$ cat config.mk
export PLATFORM = sky130hd
export DESIGN_NAME = cp0_tlb_regs_flat
export DESIGN_NICKNAME = d
export VERILOG_FILES = /design/src/rtl/cp0_tlb_regs_if.sv /design/src/rtl/cp0_tlb_regs.sv /design/src/flat_wrapper.sv
export SDC_FILE = /design/constraint.sdc
export NUM_CORES = 1
export LEC_CHECK = 0
export BUFFER_PORTS_ARGS = -buffer_cell sky130_fd_sc_hd__buf_2
export CORE_AREA = 3 3 184 186
export DETAILED_ROUTE_END_ITERATION = 12
export DIE_AREA = 0 0 187 189
export MAX_ROUTING_LAYER = met4
export PLACE_DENSITY_LB_ADDON = 0.3
export SLEW_MARGIN = 25
export SYNTH_ARGS = -nofsm -noshare
export SYNTH_HDL_FRONTEND = slang
export SYNTH_SLANG_ARGS = --single-unit
$ cat constraint.sdc
create_clock -name clk -period 2.6 [get_ports clk]
set_input_delay 0.39 -clock clk [delete_from_list [all_inputs] [get_ports clk]]
set_output_delay 0.39 -clock clk [all_outputs]
set_load 0.01 [all_outputs]
$ cat src/rtl/cp0_tlb_regs_if.sv
// Signal bundle between the WB stage / TLB and the CP0 TLB register file.
interface cp0_tlb_regs_if #(
   parameter int unsigned TLBNUM = 16
);
   localparam int unsigned IDX_W = $clog2(TLBNUM);

   logic             wb_ex;
   logic             wb_bd;
   logic             wb_eret;
   logic [4:0]       wb_excode;
   logic [31:0]      wb_pc;
   logic [31:0]      wb_badvaddr;
   logic [5:0]       ext_int_in;
   logic [7:0]       cp0_addr;
   logic [31:0]      cp0_rdata;
   logic             mtc0_we;
   logic [31:0]      cp0_wdata;
   logic             tlbp;
   logic             tlbr;
   logic             tlbwi;
   logic             tlbwr;
   logic             s1_found;
   logic [IDX_W-1:0] s1_index;
   logic [18:0]      r_vpn2;
   logic [7:0]       r_asid;
   logic             r_g;
   logic [19:0]      r_pfn0;
   logic [19:0]      r_pfn1;
   logic [2:0]       r_c0;
   logic [2:0]       r_c1;
   logic             r_d0;
   logic             r_d1;
   logic             r_v0;
   logic             r_v1;
   logic [IDX_W-1:0] tlb_w_index;
   logic [31:0]      cp0_status;
   logic [31:0]      cp0_cause;
   logic [31:0]      cp0_epc;
   logic [31:0]      cp0_entryhi;
   logic [31:0]      cp0_entrylo0;
   logic [31:0]      cp0_entrylo1;
   logic [31:0]      cp0_index;
   logic             int_req;

   modport master (
      output wb_ex, wb_bd, wb_eret, wb_excode, wb_pc, wb_badvaddr, ext_int_in,
             cp0_addr, mtc0_we, cp0_wdata, tlbp, tlbr, tlbwi, tlbwr,
             s1_found, s1_index, r_vpn2, r_asid, r_g, r_pfn0, r_pfn1,
             r_c0, r_c1, r_d0, r_d1, r_v0, r_v1,
      input  cp0_rdata, tlb_w_index, cp0_status, cp0_cause, cp0_epc,
             cp0_entryhi, cp0_entrylo0, cp0_entrylo1, cp0_index, int_req
   );

   modport slave (
      input  wb_ex, wb_bd, wb_eret, wb_excode, wb_pc, wb_badvaddr, ext_int_in,
             cp0_addr, mtc0_we, cp0_wdata, tlbp, tlbr, tlbwi, tlbwr,
             s1_found, s1_index, r_vpn2, r_asid, r_g, r_pfn0, r_pfn1,
             r_c0, r_c1, r_d0, r_d1, r_v0, r_v1,
      output cp0_rdata, tlb_w_index, cp0_status, cp0_cause, cp0_epc,
             cp0_entryhi, cp0_entrylo0, cp0_entrylo1, cp0_index, int_req
   );
endinterface

$ cat src/rtl/cp0_tlb_regs.sv
// CP0 register file with TLB support registers (Index/Random/Wired/Context/EntryHi/Lo),
// prescaled Count/Compare timer and a registered interrupt request.
module cp0_tlb_regs #(
   parameter int unsigned TLBNUM    = 16,
   parameter int unsigned COUNT_DIV = 2
) (
   input logic           clk,
   input logic           resetn,
   cp0_tlb_regs_if.slave bus
);
   localparam int unsigned IDX_W = $clog2(TLBNUM);
   localparam int unsigned PRE_W = (COUNT_DIV > 1) ? $clog2(COUNT_DIV) : 1;
   localparam logic [IDX_W-1:0] RND_TOP = IDX_W'(TLBNUM - 1);
   localparam logic [PRE_W-1:0] PRE_TOP = PRE_W'(COUNT_DIV - 1);

   localparam logic [7:0] A_INDEX    = 8'd0;
   localparam logic [7:0] A_RANDOM   = 8'd8;
   localparam logic [7:0] A_ENTRYLO0 = 8'd16;
   localparam logic [7:0] A_ENTRYLO1 = 8'd24;
   localparam logic [7:0] A_CONTEXT  = 8'd32;
   localparam logic [7:0] A_WIRED    = 8'd48;
   localparam logic [7:0] A_BADVADDR = 8'd64;
   localparam logic [7:0] A_COUNT    = 8'd72;
   localparam logic [7:0] A_ENTRYHI  = 8'd80;
   localparam logic [7:0] A_COMPARE  = 8'd88;
   localparam logic [7:0] A_STATUS   = 8'd96;
   localparam logic [7:0] A_CAUSE    = 8'd104;
   localparam logic [7:0] A_EPC      = 8'd112;

   logic [7:0]       status_im;
   logic             status_exl;
   logic             status_ie;
   logic             cause_bd;
   logic             cause_ti;
   logic [7:0]       cause_ip;
   logic [4:0]       cause_excode;
   logic [31:0]      epc;
   logic [31:0]      badvaddr;
   logic [31:0]      count;
   logic [31:0]      compare;
   logic [PRE_W-1:0] prescale;
   logic             index_p;
   logic [IDX_W-1:0] index_val;
   logic [IDX_W-1:0] random_val;
   logic [IDX_W-1:0] wired_val;
   logic [18:0]      entryhi_vpn2;
   logic [7:0]       entryhi_asid;
   logic [25:0]      entrylo0;
   logic [25:0]      entrylo1;
   logic [8:0]       context_ptebase;
   logic [18:0]      context_badvpn2;
   logic             int_req_q;

   logic wr_index, wr_entrylo0, wr_entrylo1, wr_context, wr_wired, wr_count;
   logic wr_entryhi, wr_compare, wr_status, wr_cause, wr_epc;
   logic tlb_exc, bva_exc, epc_load;

   assign wr_index    = bus.mtc0_we && (bus.cp0_addr == A_INDEX);
   assign wr_entrylo0 = bus.mtc0_we && (bus.cp0_addr == A_ENTRYLO0);
   assign wr_entrylo1 = bus.mtc0_we && (bus.cp0_addr == A_ENTRYLO1);
   assign wr_context  = bus.mtc0_we && (bus.cp0_addr == A_CONTEXT);
   assign wr_wired    = bus.mtc0_we && (bus.cp0_addr == A_WIRED);
   assign wr_count    = bus.mtc0_we && (bus.cp0_addr == A_COUNT);
   assign wr_entryhi  = bus.mtc0_we && (bus.cp0_addr == A_ENTRYHI);
   assign wr_compare  = bus.mtc0_we && (bus.cp0_addr == A_COMPARE);
   assign wr_status   = bus.mtc0_we && (bus.cp0_addr == A_STATUS);
   assign wr_cause    = bus.mtc0_we && (bus.cp0_addr == A_CAUSE);
   assign wr_epc      = bus.mtc0_we && (bus.cp0_addr == A_EPC);

   // TLB refill/invalid/modified exceptions (1..3) also capture the faulting VPN2
   assign bva_exc  = bus.wb_ex && (bus.wb_excode >= 5'd1) && (bus.wb_excode <= 5'd5);
   assign tlb_exc  = bus.wb_ex && (bus.wb_excode >= 5'd1) && (bus.wb_excode <= 5'd3);
   assign epc_load = bus.wb_ex && !status_exl;

   // Exception state: Status, Cause (except TI), EPC, BadVAddr
   always_ff @(posedge clk or negedge resetn) begin
      if (!resetn) begin
         status_im    <= '0;
         status_exl   <= 1'b0;
         status_ie    <= 1'b0;
         cause_bd     <= 1'b0;
         cause_ip     <= '0;
         cause_excode <= '0;
         epc          <= '0;
         badvaddr     <= '0;
      end else begin
         if (wr_status) begin
            status_im <= bus.cp0_wdata[15:8];
            status_ie <= bus.cp0_wdata[0];
         end
         if (bus.wb_ex)        status_exl <= 1'b1;
         else if (bus.wb_eret) status_exl <= 1'b0;
         else if (wr_status)   status_exl <= bus.cp0_wdata[1];
         cause_ip <= {bus.ext_int_in[5] | cause_ti, bus.ext_int_in[4:0],
                      wr_cause ? bus.cp0_wdata[9:8] : cause_ip[1:0]};
         if (bus.wb_ex) begin
            cause_excode <= bus.wb_excode;
            if (!status_exl) cause_bd <= bus.wb_bd;
         end
         if (epc_load)    epc <= bus.wb_bd ? bus.wb_pc - 32'd4 : bus.wb_pc;
         else if (wr_epc) epc <= bus.cp0_wdata;
         if (bva_exc) badvaddr <= bus.wb_badvaddr;
      end
   end

   // Prescaled Count, Compare and the timer interrupt flag
   always_ff @(posedge clk or negedge resetn) begin
      if (!resetn) begin
         count    <= '0;
         prescale <= '0;
         compare  <= 32'hFFFF_FFFF;
         cause_ti <= 1'b0;
      end else begin
         if (wr_count) begin
            count    <= bus.cp0_wdata;
            prescale <= '0;
         end else if (prescale == PRE_TOP) begin
            count    <= count + 32'd1;
            prescale <= '0;
         end else begin
            prescale <= prescale + PRE_W'(1);
         end
         if (wr_compare) compare <= bus.cp0_wdata;
         if (wr_compare)              cause_ti <= 1'b0;
         else if (count == compare)   cause_ti <= 1'b1;
      end
   end

   // TLB-facing registers
   always_ff @(posedge clk or negedge resetn) begin
      if (!resetn) begin
         index_p         <= 1'b0;
         index_val       <= '0;
         random_val      <= RND_TOP;
         wired_val       <= '0;
         entryhi_vpn2    <= '0;
         entryhi_asid    <= '0;
         entrylo0        <= '0;
         entrylo1        <= '0;
         context_ptebase <= '0;
         context_badvpn2 <= '0;
      end else begin
         if (bus.tlbp) begin
            index_p <= !bus.s1_found;
            if (bus.s1_found) index_val <= bus.s1_index;
         end else if (wr_index) begin
            index_val <= bus.cp0_wdata[IDX_W-1:0];
         end
         if (wr_wired) wired_val <= bus.cp0_wdata[IDX_W-1:0];
         // Random wraps back to the top once it reaches Wired, never dipping below it
         if (wr_wired || (random_val == wired_val)) random_val <= RND_TOP;
         else                                       random_val <= random_val - IDX_W'(1);
         if (tlb_exc)         entryhi_vpn2 <= bus.wb_badvaddr[31:13];
         else if (bus.tlbr)   entryhi_vpn2 <= bus.r_vpn2;
         else if (wr_entryhi) entryhi_vpn2 <= bus.cp0_wdata[31:13];
         if (bus.tlbr)        entryhi_asid <= bus.r_asid;
         else if (wr_entryhi) entryhi_asid <= bus.cp0_wdata[7:0];
         if (bus.tlbr) begin
            entrylo0 <= {bus.r_pfn0, bus.r_c0, bus.r_d0, bus.r_v0, bus.r_g};
            entrylo1 <= {bus.r_pfn1, bus.r_c1, bus.r_d1, bus.r_v1, bus.r_g};
         end else begin
            if (wr_entrylo0) entrylo0 <= bus.cp0_wdata[25:0];
            if (wr_entrylo1) entrylo1 <= bus.cp0_wdata[25:0];
         end
         if (wr_context) context_ptebase <= bus.cp0_wdata[31:23];
         if (tlb_exc)    context_badvpn2 <= bus.wb_badvaddr[31:13];
      end
   end

   always_ff @(posedge clk or negedge resetn) begin
      if (!resetn) int_req_q <= 1'b0;
      else         int_req_q <= status_ie && !status_exl && (|(cause_ip & status_im));
   end

   assign bus.cp0_status   = {9'd0, 1'b1, 6'd0, status_im, 6'd0, status_exl, status_ie};
   assign bus.cp0_cause    = {cause_bd, cause_ti, 14'd0, cause_ip, 1'b0, cause_excode, 2'b00};
   assign bus.cp0_epc      = epc;
   assign bus.cp0_entryhi  = {entryhi_vpn2, 5'd0, entryhi_asid};
   assign bus.cp0_entrylo0 = {6'd0, entrylo0};
   assign bus.cp0_entrylo1 = {6'd0, entrylo1};
   assign bus.cp0_index    = {index_p, {(31-IDX_W){1'b0}}, index_val};
   assign bus.int_req      = int_req_q;
   assign bus.tlb_w_index  = bus.tlbwr ? random_val : index_val;

   // MFC0 read port
   always_comb begin
      bus.cp0_rdata = '0;
      case (bus.cp0_addr)
         A_INDEX:    bus.cp0_rdata = bus.cp0_index;
         A_RANDOM:   bus.cp0_rdata = {{(32-IDX_W){1'b0}}, random_val};
         A_ENTRYLO0: bus.cp0_rdata = bus.cp0_entrylo0;
         A_ENTRYLO1: bus.cp0_rdata = bus.cp0_entrylo1;
         A_CONTEXT:  bus.cp0_rdata = {context_ptebase, context_badvpn2, 4'd0};
         A_WIRED:    bus.cp0_rdata = {{(32-IDX_W){1'b0}}, wired_val};
         A_BADVADDR: bus.cp0_rdata = badvaddr;
         A_COUNT:    bus.cp0_rdata = count;
         A_ENTRYHI:  bus.cp0_rdata = bus.cp0_entryhi;
         A_COMPARE:  bus.cp0_rdata = compare;
         A_STATUS:   bus.cp0_rdata = bus.cp0_status;
         A_CAUSE:    bus.cp0_rdata = bus.cp0_cause;
         A_EPC:      bus.cp0_rdata = epc;
         default:    bus.cp0_rdata = '0;
      endcase
   end
endmodule
$ cat src/flat_wrapper.sv
// flat-port wrapper written by rule: the top's interface ports become plain ports
module cp0_tlb_regs_flat 
#(
   parameter int unsigned TLBNUM    = 16,
   parameter int unsigned COUNT_DIV = 2
)
  (clk, resetn, bus_wb_ex, bus_wb_bd, bus_wb_eret, bus_wb_excode, bus_wb_pc, bus_wb_badvaddr, bus_ext_int_in, bus_cp0_addr, bus_mtc0_we, bus_cp0_wdata, bus_tlbp, bus_tlbr, bus_tlbwi, bus_tlbwr, bus_s1_found, bus_s1_index, bus_r_vpn2, bus_r_asid, bus_r_g, bus_r_pfn0, bus_r_pfn1, bus_r_c0, bus_r_c1, bus_r_d0, bus_r_d1, bus_r_v0, bus_r_v1, bus_cp0_rdata, bus_tlb_w_index, bus_cp0_status, bus_cp0_cause, bus_cp0_epc, bus_cp0_entryhi, bus_cp0_entrylo0, bus_cp0_entrylo1, bus_cp0_index, bus_int_req);
  cp0_tlb_regs_if #(.TLBNUM(TLBNUM)) bus_i ();
  input logic clk;
  input logic resetn;
  input wire logic [$bits(bus_i.wb_ex)-1:0] bus_wb_ex;
  input wire logic [$bits(bus_i.wb_bd)-1:0] bus_wb_bd;
  input wire logic [$bits(bus_i.wb_eret)-1:0] bus_wb_eret;
  input wire logic [$bits(bus_i.wb_excode)-1:0] bus_wb_excode;
  input wire logic [$bits(bus_i.wb_pc)-1:0] bus_wb_pc;
  input wire logic [$bits(bus_i.wb_badvaddr)-1:0] bus_wb_badvaddr;
  input wire logic [$bits(bus_i.ext_int_in)-1:0] bus_ext_int_in;
  input wire logic [$bits(bus_i.cp0_addr)-1:0] bus_cp0_addr;
  input wire logic [$bits(bus_i.mtc0_we)-1:0] bus_mtc0_we;
  input wire logic [$bits(bus_i.cp0_wdata)-1:0] bus_cp0_wdata;
  input wire logic [$bits(bus_i.tlbp)-1:0] bus_tlbp;
  input wire logic [$bits(bus_i.tlbr)-1:0] bus_tlbr;
  input wire logic [$bits(bus_i.tlbwi)-1:0] bus_tlbwi;
  input wire logic [$bits(bus_i.tlbwr)-1:0] bus_tlbwr;
  input wire logic [$bits(bus_i.s1_found)-1:0] bus_s1_found;
  input wire logic [$bits(bus_i.s1_index)-1:0] bus_s1_index;
  input wire logic [$bits(bus_i.r_vpn2)-1:0] bus_r_vpn2;
  input wire logic [$bits(bus_i.r_asid)-1:0] bus_r_asid;
  input wire logic [$bits(bus_i.r_g)-1:0] bus_r_g;
  input wire logic [$bits(bus_i.r_pfn0)-1:0] bus_r_pfn0;
  input wire logic [$bits(bus_i.r_pfn1)-1:0] bus_r_pfn1;
  input wire logic [$bits(bus_i.r_c0)-1:0] bus_r_c0;
  input wire logic [$bits(bus_i.r_c1)-1:0] bus_r_c1;
  input wire logic [$bits(bus_i.r_d0)-1:0] bus_r_d0;
  input wire logic [$bits(bus_i.r_d1)-1:0] bus_r_d1;
  input wire logic [$bits(bus_i.r_v0)-1:0] bus_r_v0;
  input wire logic [$bits(bus_i.r_v1)-1:0] bus_r_v1;
  output wire logic [$bits(bus_i.cp0_rdata)-1:0] bus_cp0_rdata;
  output wire logic [$bits(bus_i.tlb_w_index)-1:0] bus_tlb_w_index;
  output wire logic [$bits(bus_i.cp0_status)-1:0] bus_cp0_status;
  output wire logic [$bits(bus_i.cp0_cause)-1:0] bus_cp0_cause;
  output wire logic [$bits(bus_i.cp0_epc)-1:0] bus_cp0_epc;
  output wire logic [$bits(bus_i.cp0_entryhi)-1:0] bus_cp0_entryhi;
  output wire logic [$bits(bus_i.cp0_entrylo0)-1:0] bus_cp0_entrylo0;
  output wire logic [$bits(bus_i.cp0_entrylo1)-1:0] bus_cp0_entrylo1;
  output wire logic [$bits(bus_i.cp0_index)-1:0] bus_cp0_index;
  output wire logic [$bits(bus_i.int_req)-1:0] bus_int_req;
  assign bus_i.wb_ex = bus_wb_ex;
  assign bus_i.wb_bd = bus_wb_bd;
  assign bus_i.wb_eret = bus_wb_eret;
  assign bus_i.wb_excode = bus_wb_excode;
  assign bus_i.wb_pc = bus_wb_pc;
  assign bus_i.wb_badvaddr = bus_wb_badvaddr;
  assign bus_i.ext_int_in = bus_ext_int_in;
  assign bus_i.cp0_addr = bus_cp0_addr;
  assign bus_i.mtc0_we = bus_mtc0_we;
  assign bus_i.cp0_wdata = bus_cp0_wdata;
  assign bus_i.tlbp = bus_tlbp;
  assign bus_i.tlbr = bus_tlbr;
  assign bus_i.tlbwi = bus_tlbwi;
  assign bus_i.tlbwr = bus_tlbwr;
  assign bus_i.s1_found = bus_s1_found;
  assign bus_i.s1_index = bus_s1_index;
  assign bus_i.r_vpn2 = bus_r_vpn2;
  assign bus_i.r_asid = bus_r_asid;
  assign bus_i.r_g = bus_r_g;
  assign bus_i.r_pfn0 = bus_r_pfn0;
  assign bus_i.r_pfn1 = bus_r_pfn1;
  assign bus_i.r_c0 = bus_r_c0;
  assign bus_i.r_c1 = bus_r_c1;
  assign bus_i.r_d0 = bus_r_d0;
  assign bus_i.r_d1 = bus_r_d1;
  assign bus_i.r_v0 = bus_r_v0;
  assign bus_i.r_v1 = bus_r_v1;
  assign bus_cp0_rdata = bus_i.cp0_rdata;
  assign bus_tlb_w_index = bus_i.tlb_w_index;
  assign bus_cp0_status = bus_i.cp0_status;
  assign bus_cp0_cause = bus_i.cp0_cause;
  assign bus_cp0_epc = bus_i.cp0_epc;
  assign bus_cp0_entryhi = bus_i.cp0_entryhi;
  assign bus_cp0_entrylo0 = bus_i.cp0_entrylo0;
  assign bus_cp0_entrylo1 = bus_i.cp0_entrylo1;
  assign bus_cp0_index = bus_i.cp0_index;
  assign bus_int_req = bus_i.int_req;
  cp0_tlb_regs #(.TLBNUM(TLBNUM), .COUNT_DIV(COUNT_DIV)) u_core (.clk(clk), .resetn(resetn), .bus(bus_i));
endmodule
==> results_dict.tcl, run 1 <==
set metrics [dict create \
    cts_max_level 1 \
    cts_buffer_depth 3 \
    path_cells "buf_2, buf_4, nor4_2, nand2b_1, nor3_2, buf_4, a22oi_1, o21ai_1, buf_2" \
    wl_per_cell_um 27.6 \
    rows 66 \
    fmax_mhz 382 \
    final_cell_area_um2 20400 \
    cpMaxStageDelayCell "nor4_2" \
    antenna_found_initial 5 \
    worstHoldStart "bus_ext_int_in[5]" \
    drv_cap 0 \
    ys_types 76 \
    num-nets-final 2307 \
    die_width_um 187 \
    ys_seq_elements 275 \
    critical_path_buf_inv_count 4 \
    grt_pass1_vias 15021 \
    tns_ns -0.0430 \
    grt_max_degree 67 \
    ys_seq_area_share_pct 43.2 \
    hpwl_um 55200 \
    crit_type "primary input to primary output" \
    clock_sinks 275 \
    p_clk_share_pct 35.8 \
    drv_slew 0 \
    netlist_area_um2 16100 \
    via_per_inst 6.05 \
    worstHoldPathType "primary input to register" \
    ys.flop_type "dfrtp_1" \
    start_util_pct 49.5 \
    grt_setup_unrepaired "yes" \
    fin_crit_sh_pct 101 \
    synth_enable_flop_cells 0 \
    p_switching_mw 4.29 \
    drive_gt1_share_pct 36.6 \
    numPortBuffers 384 \
    synthToLayoutAreaGrowth_pct 27.2 \
    avgSynthCellArea_um2 9.72 \
    fin_crit_ns 2.62 \
    core_area_um2 32500 \
    hold_viol_final 0 \
    grt_use_total_pct 39.9 \
    pin_count 469 \
    crit_path_end_kind "primary output" \
    powerDensity_nw_per_um2 642 \
    grt.overflow.total 0 \
    critPathRequiredTime_ns 2.21 \
    yosys_warnings 0 \
    setup.worst_path.start "bus_cp0_addr[7]" \
    dp_cells 2495 \
    max_slew_margin_pct 54.5 \
    fill_cells 2832 \
    layout_common_cells "379 x buf_2, 237 x dfrtp_1, 173 x nand2_1" \
    violations "setup timing" \
    finalWorstSetupSlack_ns -0.0202 \
    cp_max_fo 4 \
    vias 15541 \
    status "finished, violations left" \
    setup_viol 3 \
    final_common_cell "buf_2" \
    slowest_delay_ns 0.39 \
    intPower_mw 8.81 \
    syn_inst 1652 \
    worst_pin_slew_ns 0.682 \
    cts_buffers 31 \
    place.gp.congestion 1.03 \
    critPathTopFamily "simple AND/OR/NAND/NOR gates" \
    worstPathArrival_ns 2.23 \
    placed_area_um2 19000 \
    grt_pass1_wl_um 102000 \
    clock_skew_ns 0.0124 \
    leakage_nw 9.76 \
    startpoint_type "primary input" \
    clk_pin_slew_ns 0.07 \
    die_h_um 189 \
    combPwrFrac_pct 20.3 \
    cts_root_buf "clkbuf_16" \
    drt_pre_antenna_iters 6 \
    timing.rr.start "u_core.count[0]" \
    route.detailed.drc 0 \
    clock_latency_ns 0.58 \
    drt_iter0_markers 1580 \
    synthArstFlopShare_pct 100 \
    p_sw_share_pct 32.8 \
    ant_nets 0 \
    cts_tree "built" \
    p_seq_share_pct 44.0 \
    vdd_drop_max_mv 0.505 \
    wirelength_um 70900 \
    finalNonFillerCells 2568 \
    die_area_um2 35300 \
]
==> stage by stage <==
| stage | worst slack [ns] | util [%] | hold WS (ns) | power, mW |
|---|---|---|---|---|
| final | -0.0202 | 62.9 | 0.0100 | 13.1 |
| after global routing | -0.0757 | 62.9 | 0.0136 | 13.6 |
| after CTS | -0.0335 | 62.4 | 0.00122 | 13.0 |
| after detailed placement | -0.324 | 58.5 | 0.349 | 8.33 |
| after global placement | -0.364 | 58.5 | 0.349 | 8.26 |
| after floorplan | 0.131 | - | 0.0944 | 6.91 |
==> cells by family after synthesis <==
logic type                 share of synthesized area [%]
AOI/OAI and AO/OA                                   14.3
xor gates and xnor gates                            5.24
buffers and inverters                               7.23
adders and majority gates                          0.234
DFF                                                 43.2
other                                             0.0468
muxes                                               15.0
and+or+nand+nor                                     14.9
==> synthesized netlist by cell type, types with 4 or more instances <==
cell	count	area [um^2]
a211o_1	4	35.0
a211oi_1	20	150
a21oi_1	88	440
a221o_1	4	40.0
a221oi_1	9	78.8
a222oi_1	5	50.1
a22o_1	7	61.3
a22oi_1	27	203
a311oi_1	6	52.6
a31oi_1	22	138
a32oi_1	11	96.3
and3_1	27	169
buf_1	11	41.3
buf_2	18	90.1
buf_4	97	728
clkbuf_1	70	263
dfrtp_1	239	5980
dfstp_2	36	946
inv_1	8	30.0
mux2_2	109	1230
mux2i_1	115	1150
nand2_1	173	649
nand3_1	47	235
nand4_1	26	163
nand4b_1	4	35.0
nor2_1	84	315
nor2b_1	39	244
nor3_1	25	125
nor3b_1	4	30.0
nor4_1	11	68.8
o211ai_1	4	30.0
o21ai_0	118	591
o21ai_1	6	30.0
o221ai_1	7	61.3
o22ai_1	5	31.3
o2bb2ai_1	5	43.8
or2_2	4	25.0
or3_1	7	43.8
xnor2_1	46	403
xor2_1	50	438
==> sequential cells by signal, summed over array words and instances, names as in the netlist, 9 cells and up <==
signal and count:
u_core.badvaddr 32, u_core.context_badvpn2 19, u_core.entrylo1 26, u_core.entryhi_vpn2 19
u_core.bus.cp0_epc 32, u_core.context_ptebase 9, u_core.count 32, u_core.compare 32
u_core.entrylo0 26
==> area by class of cell <==
class / count / area, um^2 / share of cell area, %
clock buffers: 36 / 845 / 4.14
flip-flops and latches: 275 / 6930 / 33.9
inverters: 10 / 37.5 / 0.184
repair buffers: 526 / 3330 / 16.3
well taps: 442 / 553 / 2.71
clock inverters: 22 / 241 / 1.18
diodes: 5 / 12.5 / 0.0613
multi-input cells: 1252 / 8470 / 41.5
==> layer usage <==
layer,vias up,share of wire [%],track usage [%]
met5,-,0,-
met4,0,3.2,11.5
met3,139,11,10.1
met2,990,44,59.3
met1,7711,41,54.4
li1,6701,-,-
==> timing repair <==
item,4_1_cts,5_1_grt
buffers inserted,1,3
hold buffers,7,0
gates resized for setup,20,34
gates cloned,0,0
endpoints found under the setup margin,28,27
hold endpoints to repair,52,0
pin swaps,1,4
==> path summary, 6_finish.rpt <==
kind	to	slack, ns	cells past startpoint
worst max-delay path	bus_cp0_rdata[12]	-0.02	9
worst min-delay path	u_core.cause_ip[7]	0.01	2
worst max register to register	u_core.count[18]	0.73	7
worst min register to register	u_core.context_badvpn2[10]	0.48	2
max in group asynchronous	u_core.entryhi_vpn2[7]	1.32	4
min in group asynchronous	u_core.context_ptebase[6]	0.34	2
==> power by group through the flow <==
| stage | logic [mW] | clock network, mW | registers [mW] |
|---|---|---|---|
| 6_report | 2.65 | 4.69 | 5.76 |
| 5_1_grt | 2.87 | 4.90 | 5.78 |
| 4_1_cts | 2.60 | 4.72 | 5.70 |
| 3_5_place_dp | 2.57 | 0 | 5.76 |
| 3_3_place_gp | 2.51 | 0 | 5.76 |
| 2_1_floorplan | 1.41 | 0 | 5.50 |
No activity file was read; power rests on OpenSTA's default activity.
==> inputs of run 2 (changes only) <==
CORE_AREA = not set   (was 3 3 184 186)
CORE_MARGIN = 3   (was not set)
CORE_UTILIZATION = 48   (was not set)
DIE_AREA = not set   (was 0 0 187 189)
clock period = 2.4 ns   (was 2.6 ns; I/O delays follow)
==> results_dict.tcl, run 2 (synthesis gave the netlist of run 1 again) <==
set metrics [dict create \
    status "finished, violations left" \
    violations "setup timing" \
    fin_crit_ns 2.59 \
    final_common_cell "buf_2" \
    cts_root_buf "clkbuf_16" \
    die_width_um 189 \
    grt.busiest_layer "met2" \
    grt.overflow.total 0 \
    worstPathArrival_ns 2.23 \
    start_util_pct 49.0 \
    wirelength_um 72000 \
    drive_gt1_share_pct 40.3 \
    worstHoldPathType "primary input to register" \
    crit_path_end_kind "primary output" \
    grt_pass1_wl_um 104000 \
    path_cells "mux2i_1, o2bb2ai_1, a222oi_1, o21ai_0, buf_2" \
    synthToLayoutAreaGrowth_pct 34.2 \
    startpoint_type "register" \
    grt_max_degree 79 \
    critPathRequiredTime_ns 2.04 \
    clock_latency_ns 0.59 \
    die_h_um 189 \
    numPortBuffers 384 \
    worst_pin_slew_ns 0.662 \
    cts_buffer_depth 3 \
    hpwl_um 55700 \
    pin_count 469 \
    cts_buffers 31 \
    vias 15958 \
    clk_pin_slew_ns 0.06 \
    ff2ff_path_depth 6 \
    leakage_nw 10.2 \
    grt_use_total_pct 40.4 \
    layout_common_cells "370 x buf_2, 235 x dfrtp_1, 171 x nand2_1" \
    critPathTopFamily "compound AO/OA/AOI/OAI gates" \
    core_area_um2 32800 \
    cts_tree "built" \
    crit_type "register to primary output" \
    hold_end "u_core.cause_excode[3]" \
    fin_crit_sh_pct 108 \
    num-nets-final 2373 \
    cts_max_level 1 \
    drt_pre_antenna_iters 9 \
    max_slew_margin_pct 55.9 \
    finalWorstSetupSlack_ns -0.190 \
    ant_nets 0 \
    hold_viol_final 0 \
    setup_viol 31 \
    worstReg2RegEnd "u_core.count[31]" \
    fin_util_pct 65.7 \
    drt_iter0_markers 1794 \
    grt_util_met1_pct 56.1 \
    clock_sinks 275 \
    antenna_found_initial 5 \
    wl_per_cell_um 27.4 \
    powerDensity_nw_per_um2 669 \
    via_per_inst 6.07 \
    critical_path_buf_inv_count 1 \
    slowest_delay_ns 0.44 \
    hold_depth 3 \
    worstHoldStart "bus_wb_excode[3]" \
    place.gp.congestion 1.02 \
    rows 66 \
    drv_cap 0 \
    drv_slew 0 \
    die_area_um2 35700 \
    rrSetupSlack_ns 0.57 \
    fmax_mhz 386 \
    vdd_drop_max_mv 0.516 \
    clock_skew_ns 0.0248 \
    cp_max_fo 3 \
    cpMaxStageDelayCell "dfrtp_1" \
    timing.rr.start "u_core.count[10]" \
    use_met2_pct 60.4 \
    grt_setup_unrepaired "yes" \
    grt_pass1_vias 15402 \
    route.detailed.drc 0 \
    use_met3_pct 8.92 \
    p_total_mw 14.4 \
]
==> run 2: cell count changes in the layout (fill, tap and decap cells not counted), moves of 7 or more <==
| cell | delta |
|---|---|
| a22oi_1 | -7 |
| dlygate4sd3_1 | +18 |
| clkbuf_8 | +7 |
| o21ai_0 | -8 |
| buf_6 | +7 |
| a22oi_2 | +7 |
| buf_4 | +39 |
| buf_2 | -9 |
==> run 2: worst max-delay path by stage <==
stage | from | end | cells after the start
after global routing | bus_cp0_addr[2] | bus_cp0_rdata[8] | 9
after global placement | bus_cp0_addr[1] | bus_cp0_rdata[31] | 10
after floorplan | bus_cp0_addr[3] | bus_cp0_rdata[24] | 8
final | u_core.entrylo0[10] | bus_cp0_rdata[10] | 5
after detailed placement | bus_cp0_addr[1] | bus_cp0_rdata[10] | 8
after CTS | bus_cp0_addr[2] | bus_cp0_rdata[30] | 12
==> run 2: final cells by class <==
type | count | area (um^2)
repair buffers | 592 | 4050
multi-input cells | 1252 | 8860
clock buffers | 44 | 945
inverters | 10 | 37.5
diodes | 4 | 10.0
flip-flops and latches | 275 | 6930
fillers | 2757 | 11200
clock inverters | 11 | 161
well taps | 442 | 553
==> run 2: what timing repair did <==
action,in CTS,in global routing
hold buffers,25,0
hold endpoints to repair,84,0
gates resized for setup,75,75
setup endpoints to repair,32,32
pin swaps,22,26
setup buffers,11,9
cloned,2,0
==> run 2: per-layer routing <==
metal | vias to the layer above | share of wire, %
li1 | 6823 | -
met1 | 7896 | 40
met2 | 1094 | 45
met3 | 145 | 12
met4 | 0 | 3.1
met5 | - | 0
==> run 2: worst reg2reg max path, stage by stage, from the launching register on <==
cell and delay, ns:
dfrtp_1 0.59, nand3_1 0.17, nor4_1 0.31, buf_4 0.23, nand4_1 0.15, xor2_1 0.18, a21oi_1 0.14
==> run 2: report_power, final <==
part	internal [mW]	total, mW	switching (mW)	leakage, nW
Sequential	5.33	6.25	0.925	3.31
Combinational	1.32	3.01	1.68	6.36
Clock	3.14	5.15	2.01	0.550
==> run 2: through the flow <==
step / hold slack (ns) / cell area, um^2 / worst slack, ns / instances / setup TNS, ns
finish: 0.00422 / 21500 / -0.190 / 2630 / -2.60
global route: 0.0145 / 21500 / -0.195 / 2630 / -3.28
CTS: 0.00000133 / 21100 / -0.158 / 2619 / -2.21
detailed placement: 0.391 / 19300 / -0.464 / 2529 / -16.44
global placement: 0.396 / 19300 / -0.465 / 2529 / -11.27
floorplan: 0.0644 / 16400 / 0.00557 / 1733 / 0
==> inputs of run 3 (changes only) <==
BUFFER_PORTS_ARGS = -buffer_cell sky130_fd_sc_hd__clkbuf_2   (was -buffer_cell sky130_fd_sc_hd__buf_2)
==> results_dict.tcl, run 3 (synthesis gave the netlist of run 1 again) <==
set metrics [dict create \
    hpwl_um 56900 \
    hold_viol_final 0 \
    core_area_um2 32800 \
    violations "setup timing" \
    vias 16092 \
    cts_tree "built" \
    fmax_mhz 387 \
    rows 66 \
    finalWorstSetupSlack_ns -0.185 \
    cts_buffers 34 \
    die_width_um 189 \
    drv_slew 0 \
    cpMaxStageDelayCell "or4_4" \
    placed_area_um2 19300 \
    synthToLayoutAreaGrowth_pct 34.7 \
    setup.worst_path.start "bus_cp0_addr[1]" \
    powerDensity_nw_per_um2 685 \
    grt_pass1_wl_um 105000 \
    cts_buffer_depth 3 \
    grt.overflow.total 0 \
    fin_crit_ns 2.58 \
    die_area_um2 35700 \
    setup_viol 30 \
    leakage_nw 10.4 \
    drt_iter0_markers 1721 \
    ant_nets 0 \
    worst_pin_slew_ns 0.631 \
    startpoint_type "primary input" \
    grt_max_degree 74 \
    worstHoldPathType "primary input to register" \
    numPortBuffers 384 \
    crit_path_end_kind "primary output" \
    multi_input_comb_area_um2 8790 \
    place.gp.congestion 1.00 \
    cts_root_buf "clkbuf_16" \
    fin_util_pct 65.9 \
    fill_cells 2761 \
    p_total_mw 14.8 \
    drv_cap 0 \
    crit_type "primary input to primary output" \
    clock_latency_ns 0.53 \
    path_cells "clkbuf_16, or4_4, buf_6, nor2_4, buf_12, buf_12, and3_1, a31oi_1, o221ai_1, buf_4, buf_4" \
    cp_max_fo 8 \
    status "finished, violations left" \
    num-nets-final 2379 \
    clk_pin_slew_ns 0.05 \
    timing.rr.start "u_core.count[6]" \
    pin_count 469 \
    wl_per_cell_um 27.9 \
    via_per_inst 6.09 \
    tns_ns -2.96 \
    start_util_pct 49.0 \
    die_h_um 189 \
    grt_pass1_vias 15631 \
    drt_pre_antenna_iters 6 \
    final_cell_area_um2 21600 \
    grt_setup_unrepaired "yes" \
    worstHoldStart "bus_wb_eret" \
    final_common_cell "clkbuf_2" \
    clock_skew_ns 0.0312 \
    antenna_found_initial 11 \
    cts_max_level 2 \
    critPathRequiredTime_ns 2.04 \
    post-place-ws_ns -0.410 \
    clock_sinks 275 \
    grt_use_total_pct 41.2 \
    worstPathArrival_ns 2.22 \
    slowest_delay_ns 0.55 \
    vdd_drop_max_mv 0.496 \
    drive_gt1_share_pct 40.7 \
    layout_common_cells "347 x clkbuf_2, 238 x dfrtp_1, 170 x nand2_1" \
    max_slew_margin_pct 58.0 \
    route.detailed.drc 0 \
    fin_crit_sh_pct 108 \
    regArea_um2 6930 \
    wirelength_um 73600 \
]
run 3: report_power, final:
group | leakage [nW] | total, mW | internal (mW) | switching [mW]
Sequential | 3.32 | 6.28 | 5.33 | 0.955
Combinational | 6.49 | 2.98 | 1.30 | 1.68
Clock | 0.591 | 5.54 | 3.44 | 2.10
run 3: area by class of cell:
type,instances,share of cell area (%)
clock inverter,16,1.10
timing repair buffer,595,19.0
tap,442,2.56
clock buffer,44,4.39
inverter,10,0.197
multi-input combinational,1252,40.7
antenna,7,0.0810
sequential,275,32.1
run 3: metrics by stage:
stage,instances,hold WS [ns]
3_3_place_gp,2533,0.375
6_report,2641,0.0239
2_1_floorplan,1733,0.0644
3_5_place_dp,2533,0.377
4_1_cts,2623,0.0199
5_1_grt,2641,0.0339
run 3: worst max-delay path: cells and delay by family:
kind                   cells  cell delay (ns)
buffers and inverters      6             0.82
AND/OR/NAND/NOR            3             0.82
AO/OA/AOI/OAI              2             0.22
run 3: timing repair:
item,in CTS,in global routing
resized for setup,88,87
buffers inserted,23,12
cloned,2,1
pin swaps,32,29
endpoints found under the setup margin,32,32
hold buffers,6,0
hold endpoints to repair,66,0
run 3: worst paths after layout:
kind                                   endpoint  slack, ns  depth (start not counted)
setup / recovery              bus_cp0_rdata[16]      -0.18                         11
hold / removal                u_core.status_exl       0.02                          2
setup reg to reg               u_core.count[13]       0.51                          6
hold reg to reg            u_core.random_val[0]       0.48                          1
max in group asynchronous    u_core.compare[28]       1.16                          3
min in group asynchronous    u_core.cause_ip[4]       0.43                          2
run 3: metal layers:
| layer | GRT usage [%] | part of all wire [%] | vias to the layer above |
|---|---|---|---|
| li1 | - | - | 6851 |
| met1 | 56.1 | 41 | 8004 |
| met2 | 58.6 | 44 | 1074 |
| met3 | 11.9 | 12 | 163 |
| met4 | 15.3 | 3.9 | 0 |
| met5 | - | 0 | - |
